**config.mk**
```make
export PLATFORM = sky130hd
export DESIGN_NAME = lfsr_pn_gen
export DESIGN_NICKNAME = d
export VERILOG_FILES = /design/src/rtl/lfsr_pkg.sv /design/src/rtl/lfsr_next.sv /design/src/rtl/lfsr_pn_gen.sv
export SDC_FILE = /design/constraint.sdc
export NUM_CORES = 1
export LEC_CHECK = 0
export CORE_AREA = 4 4 112 114
export CTS_BUF_LIST = sky130_fd_sc_hd__clkbuf_4 sky130_fd_sc_hd__clkbuf_8
export DETAILED_ROUTE_END_ITERATION = 8
export DIE_AREA = 0 0 116 118
export PLACE_DENSITY = 0.54
export SYNTH_ARGS = -nofsm -noshare
export SYNTH_HDL_FRONTEND = slang
export SYNTH_SLANG_ARGS = --single-unit
```
**constraint.sdc**
```tcl
create_clock -name clk -period 7.36 [get_ports clk]
set_input_delay 1.472 -clock clk [delete_from_list [all_inputs] [get_ports clk]]
set_output_delay 1.472 -clock clk [all_outputs]
set_load 0.02 [all_outputs]
```
**src/rtl/lfsr_pkg.sv**
```systemverilog
// lfsr_pkg: shared encodings and constants for the pseudo-noise generator.
package lfsr_pkg;

  // Feedback structure selected at load time
  localparam logic MODE_FIB = 1'b0;
  localparam logic MODE_GAL = 1'b1;

  // Shortest register length the generator will run with
  localparam int MIN_LEN = 2;

  // Control state: IDLE until the first load, LOCKUP when an all-zero seed was loaded
  typedef enum logic [1:0] {
    ST_IDLE   = 2'd0,
    ST_ACTIVE = 2'd1,
    ST_LOCKUP = 2'd2
  } lfsr_state_e;

endpackage

```
**src/rtl/lfsr_next.sv**
```systemverilog
// lfsr_next: combinational next-state function for Fibonacci and Galois LFSRs
// of run-time length len_eff (already clamped to MIN_LEN..WIDTH by the caller).
module lfsr_next
  import lfsr_pkg::*;
#(
  parameter int WIDTH = 16,
  parameter int LEN_W = 5
) (
  input  logic [WIDTH-1:0] state,
  input  logic [WIDTH-1:0] poly,
  input  logic [LEN_W-1:0] len_eff,
  input  logic             mode,
  output logic [WIDTH-1:0] next_state
);

  logic [WIDTH-1:0] lenmask_s;
  logic [WIDTH-1:0] shifted_s;
  logic             fb_s;
  logic             msb_s;

  // Active-length mask and the top active bit (the Galois output bit)
  always_comb begin
    lenmask_s = '0;
    msb_s     = 1'b0;
    for (int i = 0; i < WIDTH; i++) begin
      if (LEN_W'(i) < len_eff) begin
        lenmask_s[i] = 1'b1;
      end else begin
        lenmask_s[i] = 1'b0;
      end
      if (LEN_W'(i + 1) == len_eff) begin
        msb_s = state[i];
      end else begin
        msb_s = msb_s;
      end
    end
  end

  // Shift left and apply the feedback of the selected structure
  always_comb begin
    shifted_s = {state[WIDTH-2:0], 1'b0};
    fb_s      = ^(state & poly);
    case (mode)
      MODE_FIB: next_state = (shifted_s | {{(WIDTH-1){1'b0}}, fb_s}) & lenmask_s;
      MODE_GAL: next_state = (shifted_s & lenmask_s) ^ (msb_s ? poly : {WIDTH{1'b0}});
      default:  next_state = '0;
    endcase
  end

endmodule

```
**src/rtl/lfsr_pn_gen.sv**
```systemverilog
// lfsr_pn_gen: run-time configurable pseudo-noise generator (length, taps,
// Fibonacci/Galois) with seed load, lock-up detection and registered masking.
// Optional feature macro: LFSR_PERIOD_EN enables the period measurement counter;
// without it period/period_valid are tied to 0.
module lfsr_pn_gen
  import lfsr_pkg::*;
#(
  parameter int WIDTH = 16,
  parameter int LEN_W = 5
) (
  input  logic             clk,
  input  logic             rst,
  input  logic             load,
  input  logic [WIDTH-1:0] seed,
  input  logic [WIDTH-1:0] poly,
  input  logic [LEN_W-1:0] len,
  input  logic             mode,
  input  logic             step,
  input  logic [WIDTH-1:0] mask,
  output logic [WIDTH-1:0] seq_out,
  output logic [WIDTH-1:0] masked_out,
  output logic             out_valid,
  output logic             lockup,
  output logic [WIDTH-1:0] period,
  output logic             period_valid
);

  lfsr_state_e      fsm_r;
  logic [WIDTH-1:0] state_r;
  logic [WIDTH-1:0] poly_r;
  logic [LEN_W-1:0] len_r;
  logic             mode_r;
  logic             out_valid_r;
  logic             lockup_r;
  logic [WIDTH-1:0] masked_r;

  logic [LEN_W-1:0] len_clamp_s;
  logic [WIDTH-1:0] in_mask_s;
  logic [WIDTH-1:0] seed_m_s;
  logic [WIDTH-1:0] next_s;
  logic [WIDTH-1:0] state_nxt_s;
  logic             step_acc_s;

  // Clamp the requested length and build the matching capture mask
  always_comb begin
    if (len < LEN_W'(MIN_LEN)) begin
      len_clamp_s = LEN_W'(MIN_LEN);
    end else if (len > LEN_W'(WIDTH)) begin
      len_clamp_s = LEN_W'(WIDTH);
    end else begin
      len_clamp_s = len;
    end
    in_mask_s = '0;
    for (int i = 0; i < WIDTH; i++) begin
      if (LEN_W'(i) < len_clamp_s) begin
        in_mask_s[i] = 1'b1;
      end else begin
        in_mask_s[i] = 1'b0;
      end
    end
  end

  assign seed_m_s   = seed & in_mask_s;
  // load has priority over step, so a colliding step is simply not accepted
  assign step_acc_s = (fsm_r == ST_ACTIVE) && step && !load;

  lfsr_next #(
    .WIDTH (WIDTH),
    .LEN_W (LEN_W)
  ) u_next (
    .state      (state_r),
    .poly       (poly_r),
    .len_eff    (len_r),
    .mode       (mode_r),
    .next_state (next_s)
  );

  // Select what the state register holds after this edge
  always_comb begin
    if (load) begin
      state_nxt_s = seed_m_s;
    end else if (step_acc_s) begin
      state_nxt_s = next_s;
    end else begin
      state_nxt_s = state_r;
    end
  end

  // Configuration capture, state register, control FSM and registered outputs
  always_ff @(posedge clk) begin
    if (rst) begin
      fsm_r       <= ST_IDLE;
      state_r     <= '0;
      poly_r      <= '0;
      len_r       <= LEN_W'(MIN_LEN);
      mode_r      <= MODE_FIB;
      out_valid_r <= 1'b0;
      lockup_r    <= 1'b0;
      masked_r    <= '0;
    end else begin
      state_r  <= state_nxt_s;
      // masked output uses the current mask against the new state
      masked_r <= state_nxt_s & mask;
      if (load) begin
        poly_r      <= poly & in_mask_s;
        len_r       <= len_clamp_s;
        mode_r      <= mode;
        out_valid_r <= 1'b0;
        if (seed_m_s == {WIDTH{1'b0}}) begin
          fsm_r    <= ST_LOCKUP;
          lockup_r <= 1'b1;
        end else begin
          fsm_r    <= ST_ACTIVE;
          lockup_r <= 1'b0;
        end
      end else begin
        case (fsm_r)
          ST_ACTIVE: out_valid_r <= step;
          ST_IDLE:   out_valid_r <= 1'b0;
          ST_LOCKUP: out_valid_r <= 1'b0;
          default: begin
            fsm_r       <= ST_IDLE;
            out_valid_r <= 1'b0;
            lockup_r    <= 1'b0;
          end
        endcase
      end
    end
  end

  assign seq_out    = state_r;
  assign masked_out = masked_r;
  assign out_valid  = out_valid_r;
  assign lockup     = lockup_r;

`ifdef LFSR_PERIOD_EN
  logic [WIDTH-1:0] seed_r;
  logic [WIDTH-1:0] cnt_r;
  logic [WIDTH-1:0] period_r;
  logic             period_valid_r;
  logic [WIDTH-1:0] cnt_inc_s;

  // Saturating increment: the counter sticks at all-ones
  always_comb begin
    if (&cnt_r) begin
      cnt_inc_s = cnt_r;
    end else begin
      cnt_inc_s = cnt_r + {{(WIDTH-1){1'b0}}, 1'b1};
    end
  end

  // Count accepted steps and latch the count when the sequence returns to its seed
  always_ff @(posedge clk) begin
    if (rst) begin
      seed_r         <= '0;
      cnt_r          <= '0;
      period_r       <= '0;
      period_valid_r <= 1'b0;
    end else if (load) begin
      seed_r         <= seed_m_s;
      cnt_r          <= '0;
      period_valid_r <= 1'b0;
    end else if (step_acc_s) begin
      if (next_s == seed_r) begin
        period_r       <= cnt_inc_s;
        period_valid_r <= 1'b1;
        cnt_r          <= '0;
      end else begin
        cnt_r          <= cnt_inc_s;
      end
    end else begin
      cnt_r          <= cnt_r;
    end
  end

  assign period       = period_r;
  assign period_valid = period_valid_r;
`else
  assign period       = '0;
  assign period_valid = 1'b0;
`endif

endmodule

```
==> metrics.md <==
| Metric | Value |
|---|---|
| Status | `complete, no violations` |
| Setup_tns | `0 ns` |
| Most Crowded Layer GR | `met2` |
| Drt drc | `0` |
| Hpwl dp | `around 8.4 mm` |
| WHS Path Cells | `2` |
| Row count | `39` |
| Slew Limit Fails | `0` |
| Fin crit period | `~3.5 ns` |
| Initial antenna violation count | `0` |
| Met1 usage | `approximately 22%` |
| Reg2reg setup slack | `roughly 4.2 ns` |
| Vias in the first global route | `around 3400` |
| Setup CP Type | `in -> reg` |
| All-layer global routing usage | `16.8%` |
| Area contributors post-synth | `dfxtp_1, nand2_1, a21oi_1, buf_4, nand3_1` |
| Slew @ Worst Pin | `a little under 0.8 ns` |
| Ant diodes | `0` |
| Hold_sp | `poly_r[10]` |
| Max Cap Viol | `0` |
| Startpoint types | `primary input` |
| Worst skew pair latency | `0.34 ns` |
| Met3 Use GR | `3.60%` |
| Via/cell ratio | `around 5.3` |
| Die footprint | `between 10000 and 15000 um^2` |
| Final Hold Vio Count | `0` |
| Worst r2r src | `len_r[1]` |
| Critical R2R Capture | `masked_out[14]` |
| Area occupied by multi-input gates | `between 2000 and 2500 um^2` |
| Top-count cell post-synth | `nand2_1` |
| M2 GR Usage | `roughly a quarter` |
| Total Nets Final | `583` |
| Achievable Freq | `285 MHz` |
| Pre-antenna DRT Iters | `5` |
| Post-synth EDFFs | `0` |
| Final cell count without fillers | `672` |
| Setup Fix Bufs, Post-CTS | `0` |
| Post_cts resized | `0` |
| CP Max Fanout | `15` |
| Routed len/inst | `~17 um` |
| CTS buffer count | `9` |
| Hold Path Sink | `poly_r[10]` |
| Total grt overflow | `0` |
| Dpl cells | `between 600 and 700` |
| CTS Sinks | `57` |
| Layout cells sized above 1 | `between 5 and 6%` |
| Leak Pwr | `1.66 nW` |
| Core Area | `11400 um^2` |
| Cts hold-fix bufs | `0` |
| Synthesized area | `around 3400 um^2` |
| Area grow syn2layout | `33.2%` |
| Top Ports | `roughly 110` |
| Headroom to the max-slew limit | `47.9%` |
| Critical Path End Type | `flop` |
| RSZ-0062 raised after global routing | `false` |
| Seq/Total Area, Yosys | `33.3%` |
| Global-route wire length before repair | `18.2 mm` |
| Flops & latches, synth | `between 50 and 60` |
| Fin util | `between 40% and 50%` |
| FF/Latch Area | `1140 um^2` |
| Worst endpoint required time | `approximately 7.6 ns` |
| Warnings, synthesis | `0` |
| Die height | `roughly 120 um` |
| Synth Flop Type | `dfxtp_1` |
| Clk slew on worst S/H paths | `0.06 ns` |
| DRT iter0 DRCs | `310` |
| CTS HTree Levels | `3` |
| Pin count of the biggest net entering global routing | `50` |
| CP arrival | `around 3.7 ns` |
| CTS Root Cell | `clkbuf_8` |
| CTS tree | `yes` |
| RD Place Congestion | `roughly 0.85` |
| Cells after Synth | `around 450` |
| Max VDD drop | `between 0.00006 and 0.00007 V` |
| Post-DP Area | `roughly 4400 um^2` |
| Skew final | `between 0.007 and 0.008 ns` |
| Reg2Reg Depth | `8` |
| Vias | `approximately 3500` |
| Share of the synthesized area in the top cell type | `between 30 and 40%` |
| Cell Pwr Density | `between 150 and 200 nW/um^2` |
| Die W | `~120 um` |
| Cell taking the most area after synthesis | `dfxtp_1` |
| Final setup viols | `0` |
| Ys async rst share | `0%` |
| Syn Area/Cell | `about 7.6 um^2` |
| # fillers | `roughly 1200` |
| PortBufs | `91` |
| Starting Density | `between 30% and 40%` |
| Hold Crit Class | `reg -> reg` |
| Max clock buf depth | `2` |
| Yosys cell types | `60` |
| Post-route cell area | `4570 um^2` |
| Post-Route WL | `around 12 mm` |
| Final Cycle Share | `a little under half` |
| Post-DRT Antenna Nets | `0` |
| Synth cell count leaders | `nand2_1, dfxtp_1, a21oi_1` |
-- through the flow --
stage	power, mW	hold slack [ns]	setup slack, ns
4_1_cts	0.838	0.488	3.84
3_3_place_gp	0.516	0.468	3.56
3_5_place_dp	0.517	0.478	3.52
2_1_floorplan	0.446	0.454	4.39
6_report	0.829	0.487	3.85
5_1_grt	0.869	0.510	3.71
-- layout make-up --
type	count	share of cell area, %
inverters	7	0.575
clock inverters	2	0.767
flip-flops and latches	57	25.0
well taps	143	3.92
repair buffers	96	20.6
multi-input cells	354	45.2
clock buffers	13	3.92
-- worst max path at each step --
stage,startpoint,endpoint
finish,step,masked_out[5]
global route,len[4],masked_out[5]
CTS,step,masked_out[5]
detailed placement,step,masked_out[5]
global placement,step,masked_out[5]
floorplan,step,masked_out[5]
-- report_power, final --
| part | switching, mW | internal (mW) | total [mW] |
|---|---|---|---|
| clock network | 0.128 | 0.191 | 0.319 |
| registers | 0.0233 | 0.325 | 0.348 |
| logic | 0.0853 | 0.0769 | 0.162 |
| total | 0.236 | 0.593 | 0.829 |
-- cells by family after synthesis --
group / after synthesis / share of synthesized area, %
buf+inv: 54 / 8.25
fa+ha+maj: 1 / 0.292
other cells: 1 / 0.109
xor+xnor: 16 / 4.09
simple gates: 188 / 26.9
compound gates: 120 / 23.5
flops: 57 / 33.3
mux: 12 / 3.54
-- state kept, by name (all words and copies together) (netlist names) --
signal	flops
fsm_r	2
len_r	5
masked_out	16
mode_r	1
out_valid	1
poly_r	16
seq_out	16
-- worst max-delay path, stage by stage --
cell	delay (ns)
clkdlybuf4s50_1	0.47
nand3b_1	0.47
and3_1	0.41
a31oi_1	0.15
nor2_1	0.06
or4_4	0.54
and2_1	0.17
-- cell usage in the layout (no fill, tap or decap), types with 5 or more instances in the layout --
cell / instances
nand2b_1: 6
o211ai_1: 5
nor2b_1: 6
o21a_1: 6
nand2_1: 71
dfxtp_1: 57
mux2i_1: 11
a21o_1: 7
nand4_1: 5
and3_1: 5
a211oi_1: 5
and2_1: 18
inv_1: 7
nand3_1: 27
nor2_1: 24
clkdlybuf4s50_1: 90
conb_1: 17
nor3_1: 9
a21oi_1: 38
a21boi_0: 5
o21ai_0: 17
clkbuf_8: 13
a31oi_1: 8
xnor2_1: 12
buf_4: 5
-- per-layer routing --
| metal | routed length, um | part of all wire [%] |
|---|---|---|
| met4 | 204 | 1.8 |
| met3 | 869 | 7.5 |
| met2 | 5360 | 46 |
| met1 | 5140 | 44 |
| met5 | 0 | 0 |
Note: power is estimated with default switching activity, not from simulation.
